==> config.mk <==
export PLATFORM = sky130hd
export DESIGN_NAME = cpu_sequencer
export DESIGN_NICKNAME = d
export VERILOG_FILES = /design/src/rtl/cpu_pkg.sv /design/src/rtl/cpu_sequencer.sv
export SDC_FILE = /design/constraint.sdc
export NUM_CORES = 1
export LEC_CHECK = 0
export ABC_AREA = 0
export CORE_MARGIN = 2
export CORE_UTILIZATION = 50
export CTS_CLUSTER_SIZE = 12
export DETAILED_ROUTE_END_ITERATION = 12
export PLACE_DENSITY = 0.74
export SLEW_MARGIN = 0
export SYNTH_ARGS = -nofsm -noshare
export SYNTH_HDL_FRONTEND = slang
export SYNTH_SLANG_ARGS = --single-unit
==> constraint.sdc <==
create_clock -name clk -period 4.53 [get_ports clk]
set_clock_uncertainty 0.2 [all_clocks]
set_input_delay 0.906 -clock clk [delete_from_list [all_inputs] [get_ports clk]]
set_output_delay 0.906 -clock clk [all_outputs]
set_load 0.02 [all_outputs]
==> src/rtl/cpu_pkg.sv <==
// cpu_pkg
// Shared types and constants for the multi-cycle CPU control path.
//   seq_state_t  : sequencer state encoding
//   PC_STEP      : byte step to the next sequential instruction
//   BRANCH_BIAS  : ARM-style pipeline bias added to branch targets
package cpu_pkg;

  typedef enum logic [2:0] {
    S_FETCH  = 3'd0,
    S_DECODE = 3'd1,
    S_EXEC   = 3'd2,
    S_MEM    = 3'd3,
    S_WB     = 3'd4,
    S_HALT   = 3'd5
  } seq_state_t;

  localparam logic [31:0] PC_STEP     = 32'd4;
  localparam logic [31:0] BRANCH_BIAS = 32'd8;

endpackage

==> src/rtl/cpu_sequencer.sv <==
// cpu_sequencer
// Multi-cycle instruction sequencer: owns the PC, walks each instruction
// through FETCH/DECODE/EXEC/MEM/WB and runs the req/ready handshake on the
// single shared memory port.
//
// state    | meaning
// ---------+------------------------------------------------------------
// S_FETCH  | instruction read at pc, waits for mem_ready
// S_DECODE | decode and register-file read, no strobes
// S_EXEC   | ALU cycle; branch/NOP retire here, else go to MEM or WB
// S_MEM    | data access at ALU address, waits for mem_ready
// S_WB     | register-file write, retire
// S_HALT   | memory timeout; all strobes off until reset
//
// Ports
//   clk, rst                   clock, synchronous active-high reset
//   dec_mem_load/store         decoded LDR / STR
//   dec_jump_en, dec_jump_addr decoded branch and sign-extended word offset
//   dec_reg_write_enable       decoded register write
//   mem_ready                  memory completes the current request
//   mem_req, mem_we            memory request / write qualifier
//   mem_addr_sel               0: pc, 1: ALU result
//   ir_load, mdr_load          IR / MDR capture strobes
//   rf_we, rf_wdata_sel        register write strobe / 0: ALU, 1: MDR
//   pc                         current instruction address
//   retire, retired_count      completion pulse and wrapping count
//   halted                     sticky memory-timeout flag
module cpu_sequencer
  import cpu_pkg::*;
#(
  parameter logic [31:0] RESET_PC    = 32'h0000_0000,
  parameter int unsigned MEM_TIMEOUT = 16
) (
  input  logic        clk,
  input  logic        rst,
  input  logic        dec_mem_load,
  input  logic        dec_mem_store,
  input  logic        dec_jump_en,
  input  logic        dec_reg_write_enable,
  input  logic [31:0] dec_jump_addr,
  input  logic        mem_ready,
  output logic        mem_req,
  output logic        mem_we,
  output logic        mem_addr_sel,
  output logic        ir_load,
  output logic        mdr_load,
  output logic        rf_we,
  output logic        rf_wdata_sel,
  output logic [31:0] pc,
  output logic        retire,
  output logic [31:0] retired_count,
  output logic        halted
);

  localparam logic [31:0] TIMEOUT_CNT = 32'(MEM_TIMEOUT);
  localparam logic        TIMEOUT_EN  = (MEM_TIMEOUT != 0);

  seq_state_t  state;
  logic [31:0] pc_q;
  logic [31:0] retired_q;
  logic [31:0] wait_q;
  // Operation kind latched in EXEC so MEM/WB outputs stay pure state decode.
  logic        op_store_q;
  logic        wb_load_q;

  logic        in_wait;
  logic        exec_retire;
  logic        timeout_hit;
  logic [31:0] pc_seq;
  logic [31:0] pc_jump;

  assign in_wait     = (state == S_FETCH) || (state == S_MEM);
  assign exec_retire = dec_jump_en ||
                       !(dec_mem_load || dec_mem_store || dec_reg_write_enable);
  assign timeout_hit = TIMEOUT_EN && in_wait && !mem_ready &&
                       ((wait_q + 32'd1) == TIMEOUT_CNT);
  assign pc_seq      = pc_q + PC_STEP;
  assign pc_jump     = pc_q + BRANCH_BIAS + (dec_jump_addr << 2);

  // Every strobe is forced low during reset so an aborted cycle has no effect.
  assign mem_req      = !rst && in_wait;
  assign mem_we       = !rst && (state == S_MEM) && op_store_q;
  assign mem_addr_sel = (state == S_MEM);
  assign ir_load      = !rst && (state == S_FETCH) && mem_ready;
  assign mdr_load     = !rst && (state == S_MEM) && mem_ready && !op_store_q;
  assign rf_we        = !rst && (state == S_WB);
  assign rf_wdata_sel = (state == S_WB) && wb_load_q;
  assign retire       = !rst && (((state == S_EXEC) && exec_retire) ||
                                 ((state == S_MEM) && mem_ready && op_store_q) ||
                                 (state == S_WB));
  assign halted        = (state == S_HALT);
  assign pc            = pc_q;
  assign retired_count = retired_q;

  always_ff @(posedge clk) begin
    if (rst) begin
      state      <= S_FETCH;
      pc_q       <= RESET_PC;
      retired_q  <= '0;
      wait_q     <= '0;
      op_store_q <= 1'b0;
      wb_load_q  <= 1'b0;
    end else begin
      if (retire) begin
        retired_q <= retired_q + 32'd1;
      end

      case (state)
        S_FETCH: begin
          if (mem_ready) begin
            wait_q <= '0;
            state  <= S_DECODE;
          end else if (timeout_hit) begin
            state <= S_HALT;
          end else begin
            wait_q <= wait_q + 32'd1;
          end
        end

        S_DECODE: begin
          state <= S_EXEC;
        end

        S_EXEC: begin
          wait_q <= '0;
          if (dec_jump_en) begin
            pc_q  <= pc_jump;
            state <= S_FETCH;
          end else if (dec_mem_load || dec_mem_store) begin
            // Load wins when both are decoded.
            op_store_q <= !dec_mem_load;
            state      <= S_MEM;
          end else if (dec_reg_write_enable) begin
            wb_load_q <= 1'b0;
            state     <= S_WB;
          end else begin
            pc_q  <= pc_seq;
            state <= S_FETCH;
          end
        end

        S_MEM: begin
          if (mem_ready) begin
            wait_q <= '0;
            if (op_store_q) begin
              pc_q  <= pc_seq;
              state <= S_FETCH;
            end else begin
              wb_load_q <= 1'b1;
              state     <= S_WB;
            end
          end else if (timeout_hit) begin
            state <= S_HALT;
          end else begin
            wait_q <= wait_q + 32'd1;
          end
        end

        S_WB: begin
          wait_q <= '0;
          pc_q   <= pc_seq;
          state  <= S_FETCH;
        end

        S_HALT: begin
          state <= S_HALT;
        end

        default: begin
          state <= S_FETCH;
        end
      endcase
    end
  end

endmodule
==> flow_summary.json <==
{
  "critPathBufInv": 6,
  "avgViaCountPerCell": 6.166,
  "grtUsageTotal_pct": 25.53,
  "worstSetupEndpointType": "flip-flop",
  "nets": 1214,
  "cts_buffers": 9,
  "cpMostUsedCell": "inv_1",
  "io_pins": 112,
  "die-height_um": 128.3,
  "cp_top_family": "compound AO/OA/AOI/OAI gates",
  "finalWirelength_um": 21140,
  "slowest_stage": "clkdlybuf4s50_1",
  "place_congestion": 0.8807,
  "rows": 45,
  "grt_pass1_vias": 7049,
  "finalCritPeriodShare_pct": 90.10,
  "p_leak_uw": 0.003363,
  "cts_tree": "yes",
  "final_common_cell": "clkdlybuf4s50_1",
  "cp_cell_sequence": "clkdlybuf4s50_1, inv_1, ha_1, inv_1, ha_1, inv_1, fa_1, nor2b_1, o31a_1, o31ai_1, buf_4, a21oi_1, buf_4, o2111ai_1, a31oi_1, mux2i_1, o21ai_0",
  "drc": 0,
  "htreeDepth": 3,
  "syn2layout_area_growth_pct": 19.17,
  "synth_area_per_cell_um2": 7.438,
  "path_clk_slew_ns": 0.08,
  "syn_inst": 1038,
  "hold_violations": 0,
  "netlist_area_um2": 7721,
  "drt.antenna.violating_nets": 0,
  "fin_setup_tns_ns": 0,
  "final_cell_mix": "clkdlybuf4s50_1 (106), dfxtp_1 (99), nor2_1 (98)",
  "worst_pin_slew_ns": 0.8830,
  "io_buffers": 107,
  "start_kind": "input pin",
  "yosys.area.top_type": "dfxtp_1",
  "ys_ff_latch": 99,
  "holdBufCountCts": 0,
  "synth_cell_types": 71,
  "outcome": "complete, no violations",
  "start_util_pct": 50.98,
  "drt_iter0_drc": 768,
  "hp-class": "reg -> reg",
  "cap_violations": 0,
  "layout-drive-gt1-share_pct": 5.541,
  "dpl.hpwl_um": 15000,
  "async_reset_ff_share_pct": 0,
  "rsz0062_at_grt": "no",
  "core_um2": 15150,
  "grt_antenna_before_repair": 0,
  "vias": 8059,
  "ys_warn_count": 0,
  "cp.arrival_ns": 4.11,
  "die_x_um": 128.3,
  "relSlewSlack_pct": 40.59,
  "grt_pass1_wl_um": 34800,
  "cts_resized": 0,
  "grt_overflow": 0,
  "crit_required_ns": 4.55,
  "crit_fanout": 4,
  "grt_max_degree": 51,
  "setup_viol": 0,
  "p_total_uw": 2035,
  "insertion_delay_ns": 0.36,
  "cts_root_buf": "clkbuf_16",
  "diodes": 0,
  "post_cts_buffers": 0,
  "final_max_slew_viol_count": 0,
  "synthTopCellsByArea": "dfxtp_1 (26%), ha_1 (9.7%), a21oi_1 (6.0%)",
  "ys.flop_type": "dfxtp_1",
  "synth_edf_count": 0,
  "p_per_area_nw_per_um2": 221.1,
  "cts_num_sinks": 99,
  "avgRoutedWirePerCell_um": 16.18,
  "die-area_um2": 16450,
  "ys_seq_area_share_pct": 25.67,
  "max_stage_delay_ns": 0.45,
  "synth_top_area_share_pct": 25.67,
  "cts_max_path_buffers": 2,
  "period_needed_ns": 4.081,
  "max_freq_mhz": 245.0,
  "ir_drop_mv": 0.1979,
  "fillers": 1431,
  "timing_worst_setup_path_type": "in -> reg",
  "first_pass_iters": 5
}
-- Yosys cell counts (4+ instances only) --
library cell	n
a2111oi_0	8
a211oi_1	16
a21o_1	13
a21oi_1	93
a311oi_1	6
a31oi_1	15
and2_1	16
and3_1	32
and4_1	7
buf_2	6
buf_4	4
clkbuf_1	47
dfxtp_1	99
ha_1	60
inv_1	27
nand2_1	79
nand2b_1	8
nand3_1	60
nand3b_1	4
nand4_1	24
nor2_1	99
nor2b_1	9
nor3_1	46
nor3b_1	4
nor4_1	11
o211ai_1	8
o21a_1	6
o21ai_0	70
o31ai_1	9
o41ai_1	5
or2_2	8
or3_1	6
or4_1	25
xnor2_1	22
xor2_1	29
-- logic make-up (layout without fill, tap and decap cells) --
kind of cell             count (synthesis)  in the layout  synth area share (%)
multiplexers                             4              4                0.5348
adder cells (fa/ha/maj)                 61             61                 9.982
buffers and inverters                   89            169                 4.829
AND/OR/NAND/NOR                        457            457                 31.13
other                                    1              2               0.04857
XOR/XNOR                                51             51                 5.785
AO/OA/AOI/OAI                          276            276                 22.02
flip-flops                              99             99                 25.67
-- power by group --
| part | switching, µW | internal (µW) |
|---|---|---|
| clock | 395 | 406 |
| sequential | 20.1 | 881 |
| combinational | 197 | 135 |
| total | 612 | 1420 |
-- metal layers --
metal  vias up  wire length, µm  track usage (%)
met5         -                0                0
met2       263             9409            39.77
met1      3768            10130            36.34
met4         0              210            5.042
met3        21             1387            5.634
li1       4007                -                -
-- sequential cells by signal, summed over array words and instances (netlist names) --
name,count
wb_load_q,1
pc,30
op_store_q,1
wait_q,32
retired_count,32
state,3
-- metrics by stage --
step / hold WS (ns) / worst slack, ns / std cells / cell area, µm² / utilization, %
detailed placement: 0.2845 / 0.06523 / 1291 / 8902 / 58.78
finish: 0.3089 / 0.4486 / 1307 / 9201 / 60.75
global placement: 0.2724 / 0.1875 / 1291 / 8902 / 58.78
CTS: 0.2995 / 0.4417 / 1307 / 9201 / 60.75
global route: 0.3416 / 0.1955 / 1307 / 9201 / 60.75
floorplan: 0.2641 / 0.9489 / 1039 / 7725 / -
-- area by class of cell --
cell class	instances	area [µm²]	share of cell area, %
inverters	27	101.3	1.101
repair buffers	126	1211	13.16
flip-flops and latches	99	1982	21.54
clock buffers	10	239.0	2.597
multi-input cells	851	5373	58.39
clock inverters	6	60.06	0.6527
well taps	188	235.2	2.556
-- worst paths after layout --
kind | slack (ns) | to | from | cells past startpoint
worst max-delay path | 0.45 | pc[31]$_SDFFE_PP0P_ | dec_jump_addr[1] | 17
worst max register to register | 0.95 | pc[26]$_SDFFE_PP0P_ | pc[14]$_SDFFE_PP0P_ | 10
worst min register to register | 0.31 | retired_count[31]$_SDFFE_PP0P_ | retired_count[31]$_SDFFE_PP0P_ | 2
worst min-delay path | 0.31 | retired_count[31]$_SDFFE_PP0P_ | retired_count[31]$_SDFFE_PP0P_ | 2
-- worst reg2reg max path, cell delays in order, from the launching register on --
cell	delay [ns]
dfxtp_1	0.51
ha_1	0.30
ha_1	0.37
and4_1	0.25
nand2_1	0.07
nor3b_1	0.37
o21ai_0	0.25
a211oi_1	0.42
o21a_1	0.21
mux2_2	0.34
a211oi_1	0.21
Note: power is estimated with default switching activity, not from simulation.
